### config.mk
export PLATFORM = sky130hd
export DESIGN_NAME = fifo_wr_arb
export DESIGN_NICKNAME = d
export VERILOG_FILES = /design/src/rtl/fifo_wr_arb.sv
export SDC_FILE = /design/constraint.sdc
export NUM_CORES = 1
export LEC_CHECK = 0
export ABC_AREA = 1
export BUFFER_PORTS_ARGS = -buffer_cell sky130_fd_sc_hd__buf_4
export CAP_MARGIN = 10
export CORE_MARGIN = 2
export CORE_UTILIZATION = 43
export CTS_BUF_LIST = sky130_fd_sc_hd__clkbuf_16
export DETAILED_ROUTE_END_ITERATION = 10
export PLACE_DENSITY = 0.74
export SKIP_LAST_GASP = 1
export SYNTH_ARGS = -nofsm -noshare
export SYNTH_HDL_FRONTEND = slang
export SYNTH_SLANG_ARGS = --single-unit
### constraint.sdc
create_clock -name clk -period 1.3 [get_ports clk]
set_clock_uncertainty 0.1 [all_clocks]
set_input_delay 0.13 -clock clk [delete_from_list [all_inputs] [get_ports clk]]
set_output_delay 0.13 -clock clk [all_outputs]
set_load 0.05 [all_outputs]
### src/rtl/fifo_wr_arb.sv
// Round-robin arbiter sharing one FIFO write port among NUM_REQ valid/ready requesters.
// Optional macro FIFO_ARB_ALM_THROTTLE_EN: starts and beats are also held off by fifo_alm_full.
`ifndef DATA_W
`define DATA_W 8
`endif

module fifo_wr_arb #(
  parameter int DATA_W    = `DATA_W,
  parameter int NUM_REQ   = 4,
  parameter int MAX_BURST = 4
) (
  input  logic                       clk,
  input  logic                       rstn,
  input  logic [NUM_REQ-1:0]         req_valid,
  input  logic [NUM_REQ*DATA_W-1:0]  req_data,
  output logic [NUM_REQ-1:0]         req_ready,
  input  logic                       fifo_full,
  input  logic                       fifo_alm_full,
  output logic                       i_wren,
  output logic [DATA_W-1:0]          i_wrdata,
  output logic [$clog2(NUM_REQ)-1:0] grant_id,
  output logic                       busy
);
  localparam int IDW = $clog2(NUM_REQ);
  localparam int CW  = $clog2(MAX_BURST + 1);
  localparam int SW  = IDW + 1;
  localparam logic [SW-1:0]      NR_S     = SW'(NUM_REQ);
  localparam logic [IDW-1:0]     LAST_ID  = IDW'(NUM_REQ - 1);
  localparam logic [CW-1:0]      MAX_CNT  = CW'(MAX_BURST);
  localparam logic [NUM_REQ-1:0] ONE_HOT0 = NUM_REQ'(1);
`ifdef FIFO_ARB_ALM_THROTTLE_EN
  localparam logic ALM_THROTTLE = 1'b1;
`else
  localparam logic ALM_THROTTLE = 1'b0;
`endif

  typedef enum logic {ST_IDLE = 1'b0, ST_BURST = 1'b1} state_t;

  state_t            state_q, state_d;
  logic [IDW-1:0]    owner_q, owner_d;
  logic [IDW-1:0]    rr_ptr_q, rr_ptr_d;
  logic [CW-1:0]     beat_cnt_q, beat_cnt_d;
  logic              i_wren_q, i_wren_d;
  logic [DATA_W-1:0] i_wrdata_q, i_wrdata_d;
  logic [IDW-1:0]    grant_id_q, grant_id_d;

  logic              start_ok_s;
  logic              beat_ok_s;
  logic              accept_s;
  logic [CW-1:0]     beat_next_s;
  logic              found_s;
  logic [IDW-1:0]    sel_s;
  logic [DATA_W-1:0] req_slice_s [NUM_REQ];

  for (genvar g = 0; g < NUM_REQ; g++) begin : g_slice
    assign req_slice_s[g] = req_data[g*DATA_W +: DATA_W];
  end

  // i_wren_q still high means one write is in flight that alm_full does not yet reflect
  assign beat_ok_s   = !fifo_full && !(i_wren_q && fifo_alm_full) && !(ALM_THROTTLE && fifo_alm_full);
  assign start_ok_s  = !fifo_full && !(ALM_THROTTLE && fifo_alm_full);
  assign accept_s    = req_valid[owner_q] && beat_ok_s;
  assign beat_next_s = beat_cnt_q + CW'(1);

  // First valid requester at or above rr_ptr, wrapping modulo NUM_REQ
  always_comb begin
    logic [SW-1:0] idx_v;
    logic          hit_v;
    found_s = 1'b0;
    sel_s   = rr_ptr_q;
    idx_v   = '0;
    hit_v   = 1'b0;
    for (int k = 0; k < NUM_REQ; k++) begin
      idx_v   = {1'b0, rr_ptr_q} + SW'(k);
      idx_v   = (idx_v >= NR_S) ? (idx_v - NR_S) : idx_v;
      hit_v   = req_valid[idx_v[IDW-1:0]];
      sel_s   = (hit_v && !found_s) ? idx_v[IDW-1:0] : sel_s;
      found_s = found_s | hit_v;
    end
  end

  // State register and registered write-port outputs
  always_ff @(posedge clk or negedge rstn) begin
    if (!rstn) begin
      state_q    <= ST_IDLE;
      owner_q    <= '0;
      rr_ptr_q   <= '0;
      beat_cnt_q <= '0;
      i_wren_q   <= 1'b0;
      i_wrdata_q <= '0;
      grant_id_q <= '0;
    end else begin
      state_q    <= state_d;
      owner_q    <= owner_d;
      rr_ptr_q   <= rr_ptr_d;
      beat_cnt_q <= beat_cnt_d;
      i_wren_q   <= i_wren_d;
      i_wrdata_q <= i_wrdata_d;
      grant_id_q <= grant_id_d;
    end
  end

  // Next-state: grant in IDLE, count beats in BURST, leave on full burst or dropped valid
  always_comb begin
    state_d    = state_q;
    owner_d    = owner_q;
    rr_ptr_d   = rr_ptr_q;
    beat_cnt_d = beat_cnt_q;
    i_wren_d   = 1'b0;
    i_wrdata_d = i_wrdata_q;
    grant_id_d = grant_id_q;
    case (state_q)
      ST_IDLE: begin
        if (found_s && start_ok_s) begin
          state_d    = ST_BURST;
          owner_d    = sel_s;
          grant_id_d = sel_s;
          beat_cnt_d = '0;
        end else begin
          state_d = ST_IDLE;
        end
      end
      ST_BURST: begin
        if (accept_s) begin
          i_wren_d   = 1'b1;
          i_wrdata_d = req_slice_s[owner_q];
          beat_cnt_d = beat_next_s;
        end else begin
          i_wren_d = 1'b0;
        end
        // fifo_full stalls keep the burst and its beat count
        if ((accept_s && (beat_next_s == MAX_CNT)) || !req_valid[owner_q]) begin
          state_d  = ST_IDLE;
          rr_ptr_d = (owner_q == LAST_ID) ? '0 : (owner_q + IDW'(1));
        end else begin
          state_d = ST_BURST;
        end
      end
      default: begin
        state_d = ST_IDLE;
      end
    endcase
  end

  // Outputs decoded from registered state
  always_comb begin
    if ((state_q == ST_BURST) && beat_ok_s) begin
      req_ready = ONE_HOT0 << owner_q;
    end else begin
      req_ready = '0;
    end
    busy = (state_q == ST_BURST);
  end

  assign i_wren   = i_wren_q;
  assign i_wrdata = i_wrdata_q;
  assign grant_id = grant_id_q;

endmodule

Yosys cells after proc, flatten, opt, wreduce, memory -nomap -nowiden
Index checks and enable logic that the tools add are counted.
{ "classes": {"n_addsub": 9, "n_lt_le_gt_ge": 10, "eq_ne": 4, "n_shift": 1, "mux": 31, "n_bitwise": 5, "n_reduce_logical": 20} }
{ "op_table": {"columns": ["cell", "count"], "rows": [
  ["$mux W2", 9],
  ["$bmux W8 S2", 1],
  ["$mux W8", 2],
  ["$lt A2 B3 Y1 const B", 5],
  ["$ge A3 B3 Y1 const B", 4],
  ["$bmux W1 S2", 5],
  ["$logic_and A1 B1 Y1", 9],
  ["$mux W1", 9],
  ["$reduce_and A2 Y1", 4],
  ["$sub A2 B1 Y2 const B", 4],
  ["$add A2 B2 Y3 const B", 2],
  ["$logic_not A1 Y1", 6],
  ["$mux W3", 2],
  ["$pmux W3 S2", 1],
  ["$mux W4", 1],
  ["$shl A1 B2 Y4 const A", 1],
  ["$add A2 B1 Y3 const B", 1],
  ["$add A3 B1 Y3 const B", 1],
  ["$eq A3 B3 Y1 const B", 1],
  ["$ge A2 B3 Y1 const B", 1],
  ["$not A2 Y3", 1],
  ["$or A1 B1 Y1", 3],
  ["$add A2 B1 Y2 const B", 1],
  ["$eq A2 B2 Y1 const B", 1],
  ["5 further kinds", 5]
]} }
{ "totals": {"ff_bits": 17, "input_bits": 40, "out_inout_bits": 16, "word_cells": 86} }

Longest topological paths before layout
{ "depth": {"depth_word": 11, "mapped_depth": 13, "ltp_nobuf": 12} }

Least setup slack after synthesis
Ideal clock, no wire load.
{ "synth_path": {"path_type": "reg2out", "from": "register owner_q[0]", "to": "output req_ready[2]", "arrival_time_ps": 1983, "required_ps": 1070, "setup_slack_ps": -913, "stages_incl_launch_ff": 6, "n_path_buf": 1, "path_cell_list": "dfrtp_1 > inv_2 > clkbuf_1 > ha_1 > inv_1 > nor2_1"} }
{ "synth_via": {"elab_chain_len": 2} }
{ "synth_rtl": {"columns": ["item", "line", "source"], "rows": [
  ["from (decl)", "40", "logic [IDW-1:0] owner_q, owner_d;"],
  ["from (signal assigned)", "94", "owner_q <= owner_d;"],
  ["$shl A1 B2 Y4", "148", "req_ready = ONE_HOT0 << owner_q;"],
  ["$mux W4", "147", "if ((state_q == ST_BURST) && beat_ok_s) begin"],
  ["to (decl)", "16", "output logic [NUM_REQ-1:0] req_ready,"]
]} }
No other way between the ends.

Final worst setup path
{ "layout_path": {"from": "register rr_ptr_q[0]", "to": "register owner_q[1]"} }
{ "layout_via": {"elab_chain_len": 10, "elab_cells_between_ends": 38, "cone_classes": "add/sub: 7; order compare: 4; mux: 16; bitwise: 3; reduce/logical: 8"} }
{ "layout_rtl": {"columns": ["item", "line", "source"], "rows": [
  ["from (decl)", "41", "logic [IDW-1:0] rr_ptr_q, rr_ptr_d;"],
  ["from (signal assigned)", "95", "rr_ptr_q <= rr_ptr_d;"],
  ["$add A2 B1 Y3", "74", "idx_v = {1'b0, rr_ptr_q} + SW'(k);"],
  ["$ge A3 B3 Y1 / $sub A2 B1 Y2 (equally long branches)", "75", "idx_v = (idx_v >= NR_S) ? (idx_v - NR_S) : idx_v;"],
  ["$mux W2", "75", null],
  ["$bmux W1 S2", "76", "hit_v = req_valid[idx_v[IDW-1:0]];"],
  ["$mux W1 (not written as such)", "76", null],
  ["$or A1 B1 Y1", "78", "found_s = found_s | hit_v;"],
  ["$or A1 B1 Y1 / $logic_not A1 Y1 (equally long branches)", "78, 77", null],
  ["$or A1 B1 Y1, or another cell as far along", "78", null],
  ["$logic_and A1 B1 Y1, or another cell as far along", "114", "if (found_s && start_ok_s) begin"],
  ["$reduce_and A2 Y1 (no line) / $mux W2 (equally long branches)", null, null]
]} }
Several ways; a longest one is shown, not always the timed one. The select of a mux whose other input is x is not followed.
A chain may end at the register's enable or synchronous reset.

==> flow_summary.toml <==
[cells_and_area]
antennaDiodeCount = 0
drive_above_1_share_pct = 57.1
final_util_pct = 82.0
final_common_cell = "buf_4"
mostFrequentLayoutCells = "buf_4 (72), nand2_1 (44), nor2_1 (18), o21ai_0 (16), nand2_4 (14)"
fin_area_um2 = 2460
area_growth_pct = 83.2
nNetsFinal = 327
stdcell_count = 313
fillerInstances = 197

[global_route]
grt_pass1_wl_um = 6760
grt_antenna_before_repair = 0
grt_max_degree = 18
grt_pass1_vias = 1496
grt_overflow_total = 0
grt_usage_pct = 25.2

[setup_path]
path_class = "reg2reg"
critical_path_required_ns = 1.33
critPathCaptureType = "flop"
cpMaxStageDelayCell = "dfrtp_2"
cpMostUsedCell = "nand2_4"
max_stage_delay_ns = 0.46
cp_cell_sequence = "buf_6, nand2_4, nand2_4, nand2_4, nand2_4, nor2_8, nand3_4, nand3_4, nor2_2, nand2_1, nand2_1"
arrival_ns = 1.70
start_kind = "flop"
crit_fanout = 6

[synth]
synth_area_leaders = "dfrtp_1 (32%), nand2_1 (17%), o21ai_0 (7.1%)"
netlist_instances = 194
ys_warn_count = 0
ys_seq_area_share_pct = 31.6
synth-seq-cells = 17
yosys.area.top_type = "dfrtp_1"
yosysUniqueCellTypes = 24
syn_nets = 240
synth_area_per_cell_um2 = 6.93
synth.top_cell.area_share_pct = 31.6
syn_area_um2 = 1350

[routing]
firstDrtPassIters = 4
ant_nets = 0
routed_wl_um = 4550
vias = 1650
viasPerCell = 5.27
routedWlPerCell_um = 14.5
drt_iter0_drc = 71
drc_errors = 0

[cts]
clock_latency_ns = 0.25
cts_buffers = 3
tritoncts = "done"
path_clk_slew_ns = 0.05
cts_root_buf = "clkbuf_16"
clk_path_buf_depth = 2
ctsHtreeMaxLevel = 1
clock-sinks = 17

[floorplanning]
start_util_pct = 44.8
pin_count = 56
die_w_um = 59.9
core_um2 = 3000
num_rows = 20
die-area_um2 = 3590
die_h_um = 59.9

[placed_design]
routabilityCongestion = 0.826
pre_cts_slack_ns = -0.375
dpl.hpwl_um = 2900
dp_cells = 296
port_buffers = 55
place_area_um2 = 2020

[timing]
max_freq_mhz = 601
whs_ns = 0.185
fin_ws_ns = -0.363
finalSetupTns_ns = -5.72
rsz0062_at_grt = "true"
hold_violations = 0
min_period_ns = 1.66
setup_viol = 22
min_period_over_period_pct = 128
worstMarginPinSlew_ns = 0.252
slew_violations = 0
slew_headroom_pct = 83.2

[status]
violations = "negative setup slack"
outcome = "finished with violations"

[power_and_ir_drop]
power_leakage_nw = 1.23
total_power_mw = 6.59
ir_worst_vdd_v = 0.00151
powerDensity_nw_per_um2 = 2670

[run]
max_cap_violations = 0

[hold_path]
hold_path_class = "in2async"
-- state kept, by name, summed over array words and instances, names as in the netlist --
name / cells
i_wrdata: 8
beat_cnt_q: 3
owner_q: 2
rr_ptr_q: 2
busy: 1
i_wren: 1
-- synthesized netlist by cell type, drive strengths merged --
| master | number |
|---|---|
| nand2 | 70 |
| o21ai | 26 |
| dfrtp | 17 |
| a21oi | 2 |
| nand3 | 16 |
| buf | 4 |
| nor2 | 25 |
| nand4 | 2 |
| o22ai | 9 |
| ha | 6 |
| inv | 15 |
| clkbuf | 2 |
-- power by group --
group | internal [mW] | switching [mW]
Combinational | 1.98 | 2.93
Clock | 0.412 | 0.211
Sequential | 0.786 | 0.266
-- cell type report --
type	instances	area [um2]	area share, %
Inverter	15	68.8	2.79
Clock inverter	1	5.00	0.203
Timing Repair Buffer	88	753	30.6
Multi-Input combinational cell	156	1090	44.2
Sequential cell	17	432	17.5
Tap cell	33	41.3	1.68
Clock buffer	3	75.1	3.05
-- layer usage --
layer / wire [um] / GRT usage (%)
met5: 0 / 0
met4: 131 / 8.89
met3: 200 / 3.25
met2: 2340 / 43.3
met1: 1890 / 32.2
-- what timing repair did --
| item | 4_1_cts | 5_1_grt |
|---|---|---|
| hold buffers | 1 | 0 |
| setup endpoints to repair | 21 | 21 |
| hold endpoints to repair | 17 | 0 |
| cloned | 0 | 0 |
| gates resized for setup | 29 | 44 |
| pin swaps | 6 | 14 |
| setup buffers | 7 | 5 |
-- cells by family after synthesis --
logic type	synth area share, %
adders and majority gates	5.58
AOI/OAI and AO/OA	15.4
and+or+nand+nor	40.3
buffers and inverters	7.07
DFF	31.6
-- path summary, 6_finish.rpt --
| kind | depth (start not counted) | slack, ns | end | start |
|---|---|---|---|---|
| min in group clk | 5 | 0.20 | i_wrdata[4] | req_data[4] |
| min | 2 | 0.19 | i_wrdata[6] | rstn |
| max reg2reg | 11 | -0.36 | owner_q[1] | rr_ptr_q[0] |
| max in group asynchronous | 2 | 0.70 | busy | rstn |
| min reg2reg | 2 | 0.37 | i_wrdata[4] | i_wrdata[4] |
| max | 11 | -0.36 | owner_q[1] | rr_ptr_q[0] |
-- critical path, delay by kind of cell (launching register included) --
kind / cells / cell delay [ns]
buffers and inverters: 1 / 0.16
AND/OR/NAND/NOR: 10 / 0.83
flip-flops: 1 / 0.46
Power figures use the tool's default switching activity.
